### src/rtl/iob2axil.sv
// Native request/response bus to AXI-Lite master bridge.
// Handles one transaction at a time; the request is captured on acceptance and replayed on AXI.
module iob2axil #(
    parameter int unsigned AXIL_ADDR_W = 32,
    parameter int unsigned AXIL_DATA_W = 32
) (
    input  logic                       clk,
    input  logic                       rst_n,

    input  logic                       valid,
    input  logic [AXIL_ADDR_W-1:0]     addr,
    input  logic [AXIL_DATA_W-1:0]     wdata,
    input  logic [AXIL_DATA_W/8-1:0]   wstrb,
    output logic [AXIL_DATA_W-1:0]     rdata,
    output logic                       ready,
    output logic                       error,

    output logic [AXIL_ADDR_W-1:0]     axil_awaddr,
    output logic [2:0]                 axil_awprot,
    output logic                       axil_awvalid,
    input  logic                       axil_awready,

    output logic [AXIL_DATA_W-1:0]     axil_wdata,
    output logic [AXIL_DATA_W/8-1:0]   axil_wstrb,
    output logic                       axil_wvalid,
    input  logic                       axil_wready,

    input  logic [1:0]                 axil_bresp,
    input  logic                       axil_bvalid,
    output logic                       axil_bready,

    output logic [AXIL_ADDR_W-1:0]     axil_araddr,
    output logic [2:0]                 axil_arprot,
    output logic                       axil_arvalid,
    input  logic                       axil_arready,

    input  logic [AXIL_DATA_W-1:0]     axil_rdata,
    input  logic [1:0]                 axil_rresp,
    input  logic                       axil_rvalid,
    output logic                       axil_rready
);

    typedef enum logic [2:0] {
        StIdle,
        StWrite,
        StWresp,
        StRaddr,
        StRdata,
        StDone
    } state_e;

    state_e                     state_q;
    logic [AXIL_ADDR_W-1:0]     addr_q;
    logic [AXIL_DATA_W-1:0]     wdata_q;
    logic [AXIL_DATA_W/8-1:0]   wstrb_q;
    logic                       awvalid_q;
    logic                       wvalid_q;
    logic                       arvalid_q;
    logic [AXIL_DATA_W-1:0]     rdata_q;
    logic                       err_q;

    // A channel counts as done once its flag has dropped or it handshakes this cycle.
    logic aw_done;
    logic w_done;
    assign aw_done = ~awvalid_q | axil_awready;
    assign w_done  = ~wvalid_q | axil_wready;

    always_ff @(posedge clk or negedge rst_n) begin
        if (!rst_n) begin
            state_q   <= StIdle;
            addr_q    <= '0;
            wdata_q   <= '0;
            wstrb_q   <= '0;
            awvalid_q <= 1'b0;
            wvalid_q  <= 1'b0;
            arvalid_q <= 1'b0;
            rdata_q   <= '0;
            err_q     <= 1'b0;
        end else begin
            unique case (state_q)
                StIdle: begin
                    if (valid) begin
                        addr_q  <= addr;
                        wdata_q <= wdata;
                        wstrb_q <= wstrb;
                        if (wstrb != '0) begin
                            awvalid_q <= 1'b1;
                            wvalid_q  <= 1'b1;
                            state_q   <= StWrite;
                        end else begin
                            arvalid_q <= 1'b1;
                            state_q   <= StRaddr;
                        end
                    end
                end
                StWrite: begin
                    if (awvalid_q && axil_awready) awvalid_q <= 1'b0;
                    if (wvalid_q && axil_wready) wvalid_q <= 1'b0;
                    if (aw_done && w_done) state_q <= StWresp;
                end
                StWresp: begin
                    if (axil_bvalid) begin
                        err_q   <= (axil_bresp != 2'b00);
                        state_q <= StDone;
                    end
                end
                StRaddr: begin
                    if (axil_arready) begin
                        arvalid_q <= 1'b0;
                        state_q   <= StRdata;
                    end
                end
                StRdata: begin
                    if (axil_rvalid) begin
                        rdata_q <= axil_rdata;
                        err_q   <= (axil_rresp != 2'b00);
                        state_q <= StDone;
                    end
                end
                StDone: begin
                    state_q <= StIdle;
                end
                default: begin
                    state_q <= StIdle;
                end
            endcase
        end
    end

    assign ready        = (state_q == StDone);
    assign error        = ready & err_q;
    assign rdata        = rdata_q;

    assign axil_awaddr  = addr_q;
    assign axil_awprot  = 3'b000;
    assign axil_awvalid = awvalid_q;
    assign axil_wdata   = wdata_q;
    assign axil_wstrb   = wstrb_q;
    assign axil_wvalid  = wvalid_q;
    assign axil_bready  = (state_q == StWresp);
    assign axil_araddr  = addr_q;
    assign axil_arprot  = 3'b000;
    assign axil_arvalid = arvalid_q;
    assign axil_rready  = (state_q == StRdata);

endmodule

### config.mk
export PLATFORM = sky130hd
export DESIGN_NAME = iob2axil
export DESIGN_NICKNAME = d
export VERILOG_FILES = /design/src/rtl/iob2axil.sv
export SDC_FILE = /design/constraint.sdc
export NUM_CORES = 1
export LEC_CHECK = 0
export CORE_ASPECT_RATIO = 2
export CORE_UTILIZATION = 43
export CTS_BUF_LIST = sky130_fd_sc_hd__clkbuf_4
export CTS_CLUSTER_DIAMETER = 150
export DETAILED_ROUTE_END_ITERATION = 10
export PLACE_DENSITY = 0.85
export SYNTH_ARGS = -nofsm -noshare
export SYNTH_HDL_FRONTEND = slang
export SYNTH_SLANG_ARGS = --single-unit
### constraint.sdc
create_clock -name clk -period 4.7 [get_ports clk]
set_input_delay 0.47 -clock clk [delete_from_list [all_inputs] [get_ports clk]]
set_output_delay 0.47 -clock clk [all_outputs]
set_load 0.1 [all_outputs]
==> results.md, run 1 <==
- Outcome: completed
- Global Route Usage Sum: 0.221
- Max Fanout on Critical Path: 16
- Hpwl dp: slightly below 10,000 µm
- Yosys reg bits: around 110
- Final hold vios: 0
- Unrepaired setup endpoints after global routing: no
- FF-to-FF setup slack: between 2 and 2.5 ns
- Yosys cell types: 33
- CTS sink count: ~110
- Synth top area share: 0.567
- IO Count: approximately 260
- Layout Area Growth over Synthesis: 51.7%
- Yosys top cell by area: dfrtp_1
- CP cell instances: and3b_1 -> and2_1 -> clkdlybuf4s50_1
- DRC errors left: 0
- CTS Buf Count: 9
- Slew Limit Fails: 0
- Reg area: 2680 µm²
- Share of layout cells above drive strength 1: 0.236
- Resize count post-CTS: 0
- Worst Hold Class: in -> async
- Synth Instances: 307
- Total grt overflow: 0
- Iter 0 DRT Violations: 111
- Vias post-DR: between 3,000 and 4,000
- Pin count of the biggest net entering global routing: between 70 and 80
- Critical Path AT: 2.67 ns
- FMAX: around 320 MHz
- Fillcell total: 819
- Crit share post-route: 0.669
- FP Rows: 53
- Final wirelength: between 10,000 and 15,000 µm
- Mapped cell area: 4720 µm²
- Crit path time final: approximately 3.1 ns
- # Post-CTS Setup Buffers: 0
- Post-DR wirelength/cell: approximately 19 µm
- Endpoint kind of the worst setup timing path: output port
- PortBufs: between 200 and 300
- Post-DRT Antenna Nets: 0
- CTS tree: yes
- Asr flop ratio synth: 1.00
- Multi-input logic area: around 1600 µm²
- Post-synth EDFFs: 0
- Synth area leaders: dfrtp_1, mux2_4, mux2_2
- Startpoint Class: flip-flop
- Vias in the first global route: 3,557
- Core area: about 11,000 µm²
- Die Height: 150 µm
- Yosys warns: 0
- GPL Wtd Cong: a little over 0.8
- Nets@finish: approximately 640
- Slowest cell delay on critical path: about 1.1 ns
- Hold_buf cts: 0
- Post-route clock skew: 0.0240 ns
- Worst-Margin Slew: about 1.0 ns
- H-tree levels: 3
- Average size of a mapped cell: 15.4 µm²
- Skew-Pair Late Insertion Delay: approximately 0.46 ns
- Cell family with most CP delay: buffers and inverters
- Drt first pass iters: 6
- Setup TNS: 0 ns
- Slowest cell on the critical path: clkdlybuf4s50_1
- Min setup slack post-route: between 1.5 and 2 ns
- Setup slack at placement: between 2 and 2.5 ns
- Die Area: about 11,000 µm²
- Clk slew on worst S/H paths: approximately 0.17 ns
- Critical path required time: approximately 4.2 ns
- Max Cap Viol: 0
- WP buf/inv: 1
- Max clock buf depth: 2
- Vias/cell: 4.88
- Initial core utilization: 0.445
- Primary FF master, synth: dfrtp_1
- First-pass GRT wire length: 19,000 µm
- Seq/Total Area, Yosys: 0.567
- Initial antenna violation count: 1
- # setup viols final: 0
- Slew HR: 0.300
- CTS root buf: clkbuf_4
- Chip width: approximately 76 µm
- Critical path class: reg -> out
-- logic make-up (layout without fill, tap and decap cells) --
group	count (synthesis)	after routing	share of synthesized area
and+or+nand+nor	30	30	0.0408
DFF	107	107	0.567
muxes	102	102	0.283
buffers and inverters	53	270	0.0898
AOI/OAI and AO/OA	14	14	0.0183
other	1	7	0.000794
-- synth_stat cells (2+ instances only) --
| library cell | instances |
|---|---|
| nor2b_1 | 2 |
| nor2_1 | 7 |
| dfrtp_1 | 107 |
| nor4b_1 | 2 |
| and2_1 | 2 |
| nand2_1 | 6 |
| buf_4 | 39 |
| mux2_4 | 50 |
| buf_6 | 3 |
| o21ai_0 | 5 |
| buf_2 | 6 |
| a31oi_1 | 3 |
| nor4_1 | 2 |
| mux2_2 | 52 |
| buf_12 | 3 |
-- cells in the final DEF, fill, tap and decap left out, types with 2 or more instances in the layout --
master / instances
clkdlybuf4s50_1: 249
o21ai_0: 5
nor4_1: 2
nor4b_1: 2
dfrtp_1: 107
mux2_4: 50
a31oi_1: 3
mux2_2: 52
clkbuf_4: 9
buf_4: 4
nor2_1: 7
nor2b_1: 2
nand2_1: 6
conb_1: 6
-- worst reg2reg max path: stages (launching register included) --
cell and delay [ns]:
dfrtp_1 0.59, nor3b_4 0.33, and2_2 0.88, mux2_2 0.43
-- registers in the layout, indices dropped and copies added (netlist names) --
register and flops:
axil_araddr 32, axil_wdata 32, rdata 32, axil_wstrb 4, state_q 3, axil_arvalid 1
axil_awvalid 1, axil_wvalid 1, err_q 1
-- per-stage QoR --
stage	cell area [µm²]	hold slack, ns	cells	util
after floorplan	4740	0.174	312	-
final	7160	0.0970	667	0.675
after global placement	7010	0.489	650	0.661
after detailed placement	7010	0.494	650	0.661
after global routing	7160	0.130	667	0.675
after CTS	7160	0.109	666	0.675
-- cell type report --
cell class / count / area share
multi-input combinational: 152 / 0.229
inverter: 1 / 0.000524
tap: 137 / 0.0239
antenna: 1 / 0.000350
sequential: 107 / 0.374
clock inverter: 7 / 0.0105
timing repair buffer: 253 / 0.352
clock buffer: 9 / 0.00944
-- routing by layer --
metal  up-vias  share of wire  global-route usage
met5         -              0                   0
met3        41          0.051              0.0533
met4         0          0.048               0.139
met2       158           0.56               0.407
li1       1455              -                   -
met1      1598           0.34               0.222
-- worst paths after layout --
check,start,to,cells after the start
max in group asynchronous,rst_n,axil_wdata[19],2
max,state_q[0],error,3
min in group clk,axil_wdata[31],axil_wdata[31],1
min reg2reg,axil_wdata[31],axil_wdata[31],1
max reg2reg,state_q[2],rdata[0],3
min,rst_n,rdata[3],1
Power of run 1 is not shown: default switching activity piles up to over one toggle a cycle in this logic, so the estimate is an artifact.
==> inputs of run 2 (changes only) <==
- CORE_UTILIZATION: 43 -> 36
- PLACE_DENSITY: 0.85 -> 0.75
- clock period: 4.7 -> 2.8 ns (I/O delays scaled with it)
==> run 2 against run 1 <==
Net effect: final cell count up 2.2%; global-route usage down 5.6 points; design area down 4.4%; sequential share of layout area up 1.7 points; critical path depth up 1; hold slack better by 0.28 ns; non-clock buffer count up 2; die area up 19%; routed wire length down 9.1%; via count down 2.1%; clock skew down 0.0045 ns; clock-buffer cell count up 2; critical path type is now reg -> reg.
==> results.md, run 2 (synthesis gave the netlist of run 1 again) <==
- DRC errors left: 0 (unchanged)
- Max Fanout on Critical Path: 14 (was 16)
- Resize count post-CTS: 0 (unchanged)
- Clk slew on worst S/H paths: 0.16 ns (was 0.17 ns)
- Unrepaired setup endpoints after global routing: no (unchanged)
- Total grt overflow: 0 (unchanged)
- Slowest cell on the critical path: dfrtp_1 (was clkdlybuf4s50_1)
- Finished Layout Cells: 682 (was 667)
- Vias post-DR: 3,185 (was 3,252)
- Slew HR: 0.591 (was 0.300)
- Nets@finish: 638 (was 636)
- Initial antenna violation count: 1 (unchanged)
- Chip width: 83.0 µm (was 76.1 µm)
- Max clock buf depth: 2 (unchanged)
- Iter 0 DRT Violations: 115 (was 111)
- CTS root buf: clkbuf_4 (unchanged)
- Startpoint Class: flip-flop (unchanged)
- Critical path class: reg -> reg (was reg -> out)
- Post-route clock skew: 0.0195 ns (was 0.0240 ns)
- Die Area: 13,600 µm² (was 11,400 µm²)
- Multi-input logic area: 1640 µm² (unchanged)
- # Post-CTS Setup Buffers: 0 (unchanged)
- IO Count: 257 (unchanged)
- Pin count of the biggest net entering global routing: 108 (was 73)
- Share of layout cells above drive strength 1: 0.499 (was 0.236)
- WP buf/inv: 1 (unchanged)
- Global Route Usage Sum: 0.165 (was 0.221)
- Most frequent cells in the layout: buf_4, clkdlybuf4s50_1, dfrtp_1 (was clkdlybuf4s50_1, dfrtp_1, mux2_2)
- H-tree levels: 3 (unchanged)
- Hold_buf cts: 1 (was 0)
- Core area: 12,700 µm² (was 10,600 µm²)
- Final hold vios: 0 (unchanged)
- Setup TNS: 0 ns (unchanged)
- Post-DR wirelength/cell: 16.6 µm (was 18.7 µm)
- Vias in the first global route: 3,385 (was 3,557)
- First-pass GRT wire length: 17,700 µm (was 19,000 µm)
- Inst Count DP: 664 (was 650)
- # setup viols final: 0 (unchanged)
- Max Cap Viol: 0 (unchanged)
- CTS tree: yes (unchanged)
- Critical Path AT: 2.48 ns (was 2.67 ns)
- CTS sink count: 107 (unchanged)
- Worst Hold Class: in -> async (unchanged)
- FP Rows: 58 (was 53)
- Drt first pass iters: 4 (was 6)
- Skew-Pair Late Insertion Delay: 0.45 ns (was 0.46 ns)
- Cell family with most CP delay: simple AND/OR/NAND/NOR gates (was buffers and inverters)
- CTS Buf Count: 9 (unchanged)
- Critical path required time: 3.13 ns (was 4.23 ns)
- Crit share post-route: 0.766
- Slew Limit Fails: 0 (unchanged)
- Reg area: 2680 µm² (unchanged)
- Final wirelength: 11,300 µm (was 12,500 µm)
- Slowest cell delay on critical path: 0.62 ns (was 1.13 ns)
- Most common cell after layout, fill and taps aside: buf_4 (was clkdlybuf4s50_1)
- Layout Area Growth over Synthesis: 45.0% (was 51.7%)
- Vias/cell: 4.67 (was 4.88)
- PortBufs: 250 (unchanged)
- Hpwl dp: 8480 µm (was 9610 µm)
- CP cell instances: nor3b_4 -> and2_2 -> buf_4 -> mux2_4 (was and3b_1 -> and2_1 -> clkdlybuf4s50_1)
- GPL Wtd Cong: 0.788 (was 0.809)
- Crit path time final: approximately 2.1 ns
- Initial core utilization: 0.372 (was 0.445)
- FMAX: ~470 MHz
- Outcome: completed (unchanged)
- Fillcell total: 1,083 (was 819)
- Die Height: 164 µm (was 150 µm)
- Endpoint kind of the worst setup timing path: flip-flop (was output port)
- WHS: 0.380 ns (was 0.0970 ns)
- Post-DRT Antenna Nets: 0 (unchanged)
- Worst-Margin Slew: 0.614 ns (was 1.05 ns)
==> run 2: per-layer routing <==
metal  wire (µm)  vias to the layer above  global-route usage
met5           0                        -                   0
met4         250                        0              0.0705
met3         614                       15              0.0382
met2        6330                      133               0.300
met1        4130                     1579               0.184
li1            -                     1458                   -
==> run 2: metrics by stage <==
stage | worst slack (ns) | utilization | instance area (µm²)
6_report | 0.655 | 0.539 | 6850
5_1_grt | 0.547 | 0.539 | 6850
4_1_cts | 0.636 | 0.539 | 6840
3_5_place_dp | 0.657 | 0.529 | 6720
3_3_place_gp | 0.776 | 0.529 | 6720
2_1_floorplan | 0.0864 | - | 4740
==> run 2: area by class of cell <==
class | count | area share
well taps | 150 | 0.0274
flip-flops and latches | 107 | 0.391
clock inverters | 5 | 0.00530
repair buffers | 255 | 0.324
multi-input cells | 152 | 0.239
inverters | 1 | 0.000548
diodes | 1 | 0.000365
clock buffers | 11 | 0.0121
==> run 2: final timing paths <==
check,startpoint,to,slack [ns],cells past startpoint
worst max-delay path,state_q[2],rdata[28],0.66,4
worst min-delay path,rst_n,axil_wdata[29],0.38,3
worst max register to register,state_q[2],rdata[28],0.66,4
worst min register to register,rdata[26],rdata[26],0.52,1
max in group asynchronous,rst_n,axil_araddr[26],1.89,3
min in group clk,addr[14],axil_araddr[14],0.42,2
==> run 2: worst register-to-register path, stage by stage (launching register included) <==
cell	delay, ns
dfrtp_1	0.62
nor3b_4	0.33
and2_2	0.46
buf_4	0.31
mux2_4	0.32
Power of run 2 is left out for the same reason.
==> inputs of run 3 (changes only) <==
- clock period: 2.8 -> 1.9 ns (I/O delays scaled with it)
==> run 3 against run 2 <==
Net effect: global-route usage grew 0.43 points; die area did not move; worst setup slack worse by 0.56 ns; flip-flop and latch count did not move; design area is 2.2% higher; sequential share of layout area shrank 0.77 points; largest cell class unchanged; first-iteration DRC count decreased by 23%; critical path depth shrank 1.
==> results.md, run 3 (synthesis gave the netlist of run 1 again) <==
- Pin count of the biggest net entering global routing: 108 (unchanged)
- GPL Wtd Cong: 0.792 (was 0.788)
- Worst-Margin Slew: 0.620 ns (was 0.614 ns)
- Slowest cell delay on critical path: 0.53 ns (was 0.62 ns)
- Worst Hold Class: in -> async (unchanged)
- Hpwl dp: 8990 µm (was 8480 µm)
- Global Route Usage Sum: 0.170 (was 0.165)
- CP cell instances: and3b_2 -> and2_2 -> buf_12 (was nor3b_4 -> and2_2 -> buf_4 -> mux2_4)
- Chip width: 83.0 µm (unchanged)
- H-tree levels: 3 (unchanged)
- IO Count: 257 (unchanged)
- Post-DRT Antenna Nets: 0 (unchanged)
- Outcome: completed (unchanged)
- Critical path class: reg -> out (was reg -> reg)
- First-pass GRT wire length: 17,800 µm (was 17,700 µm)
- Crit share post-route: 0.949
- Initial core utilization: 0.372 (unchanged)
- Nets@finish: 646 (was 638)
- Post-route cell area: 6990 µm² (was 6850 µm²)
- Slew HR: 0.587 (was 0.591)
- Post-DR wirelength/cell: 16.9 µm (was 16.6 µm)
- Max Fanout on Critical Path: 11 (was 14)
- CTS sink count: 107 (unchanged)
- Most frequent cells in the layout: buf_4, clkdlybuf4s50_1, dfrtp_1 (unchanged)
- Critical path required time: 1.71 ns (was 3.13 ns)
- Endpoint kind of the worst setup timing path: output port (was flip-flop)
- Final hold vios: 0 (unchanged)
- FMAX: 555 MHz
- Layout Area Growth over Synthesis: 48.2% (was 45.0%)
- Die Height: 164 µm (unchanged)
- Vias post-DR: 3,232 (was 3,185)
- # setup viols final: 0 (unchanged)
- Core area: 12,700 µm² (unchanged)
- FP Rows: 58 (unchanged)
- Unrepaired setup endpoints after global routing: yes (was no)
- Clk slew on worst S/H paths: 0.18 ns (was 0.16 ns)
- CTS root buf: clkbuf_4 (unchanged)
- Total grt overflow: 0 (unchanged)
- Die Area: 13,600 µm² (unchanged)
- Startpoint Class: flip-flop (unchanged)
- Share of layout cells above drive strength 1: 0.519 (was 0.499)
- Drt first pass iters: 4 (unchanged)
- Iter 0 DRT Violations: 89 (was 115)
- DRC errors left: 0 (unchanged)
- CTS Buf Count: 9 (unchanged)
- Placed Area: 6840 µm² (was 6720 µm²)
- Critical Path AT: 1.61 ns (was 2.48 ns)
- Final Util: 0.551 (was 0.539)
- Initial antenna violation count: 1 (unchanged)
- Vias/cell: 4.69 (was 4.67)
- Finished Layout Cells: 689 (was 682)
- Slew Limit Fails: 0 (unchanged)
- PortBufs: 250 (unchanged)
- Crit path time final: about 1.8 ns
- Vias in the first global route: 3,336 (was 3,385)
- Slowest cell on the critical path: dfrtp_2 (was dfrtp_1)
- Final wirelength: 11,600 µm (was 11,300 µm)
- Skew-Pair Late Insertion Delay: 0.46 ns (was 0.45 ns)
- Post-route clock skew: 0.0259 ns (was 0.0195 ns)
- WHS: 0.262 ns (was 0.380 ns)
- Max clock buf depth: 2 (unchanged)
- Max Cap Viol: 0 (unchanged)
- Most common cell after layout, fill and taps aside: buf_4 (unchanged)
- Inst Count DP: 669 (was 664)
- CTS tree: yes (unchanged)
[run 3: per-stage QoR]
stage	TNS [ns]	worst slack, ns
floorplan	-11.87	-0.373
global placement	0	0.104
detailed placement	0	0.0751
CTS	0	0.0000996
global route	-0.000551	-0.000551
finish	0	0.0977
[run 3: final cells by class]
| class | instances | area [µm²] |
|---|---|---|
| Multi-Input combinational cell | 152 | 1650 |
| Clock buffer | 9 | 67.6 |
| Fill cell | 1079 | 5710 |
| Inverter | 1 | 3.75 |
| Tap cell | 150 | 188 |
| Timing Repair Buffer | 263 | 2350 |
| Sequential cell | 107 | 2680 |
| Clock inverter | 6 | 50.0 |
| Antenna cell | 1 | 2.50 |
[run 3: worst paths after layout]
path	start	end	slack, ns	depth (start not counted)
min reg2reg	axil_wdata[18]	axil_wdata[18]	0.53	1
min in group clk	axil_rdata[30]	rdata[30]	0.33	2
max in group asynchronous	rst_n	state_q[2]	1.05	3
max reg2reg	state_q[0]	state_q[0]	0.20	5
min	rst_n	rdata[7]	0.26	3
max	state_q[1]	error	0.1	3
[run 3: critical path: cells and delay by family, from the launching register on]
| family | cells | cell delay [ns] |
|---|---|---|
| simple gates | 2 | 0.48 |
| flops | 1 | 0.53 |
| buf+inv | 1 | 0.16 |
[run 3: repair_timing]
action / 4_1_cts / 5_1_grt
endpoints found under the setup margin: 1 / 7
hold buffers: 1 / 0
gates resized for setup: 1 / 1
buffers inserted: 0 / 3
endpoints found under the hold margin: 107 / 0
[run 3: routing by layer]
| metal | vias up | GRT usage | share of wire |
|---|---|---|---|
| met5 | - | 0 | 0 |
| met4 | 0 | 0.0721 | 0.020 |
| met1 | 1608 | 0.186 | 0.36 |
| li1 | 1473 | - | - |
| met3 | 14 | 0.0392 | 0.045 |
| met2 | 137 | 0.311 | 0.58 |
Power of run 3 is left out for the same reason.
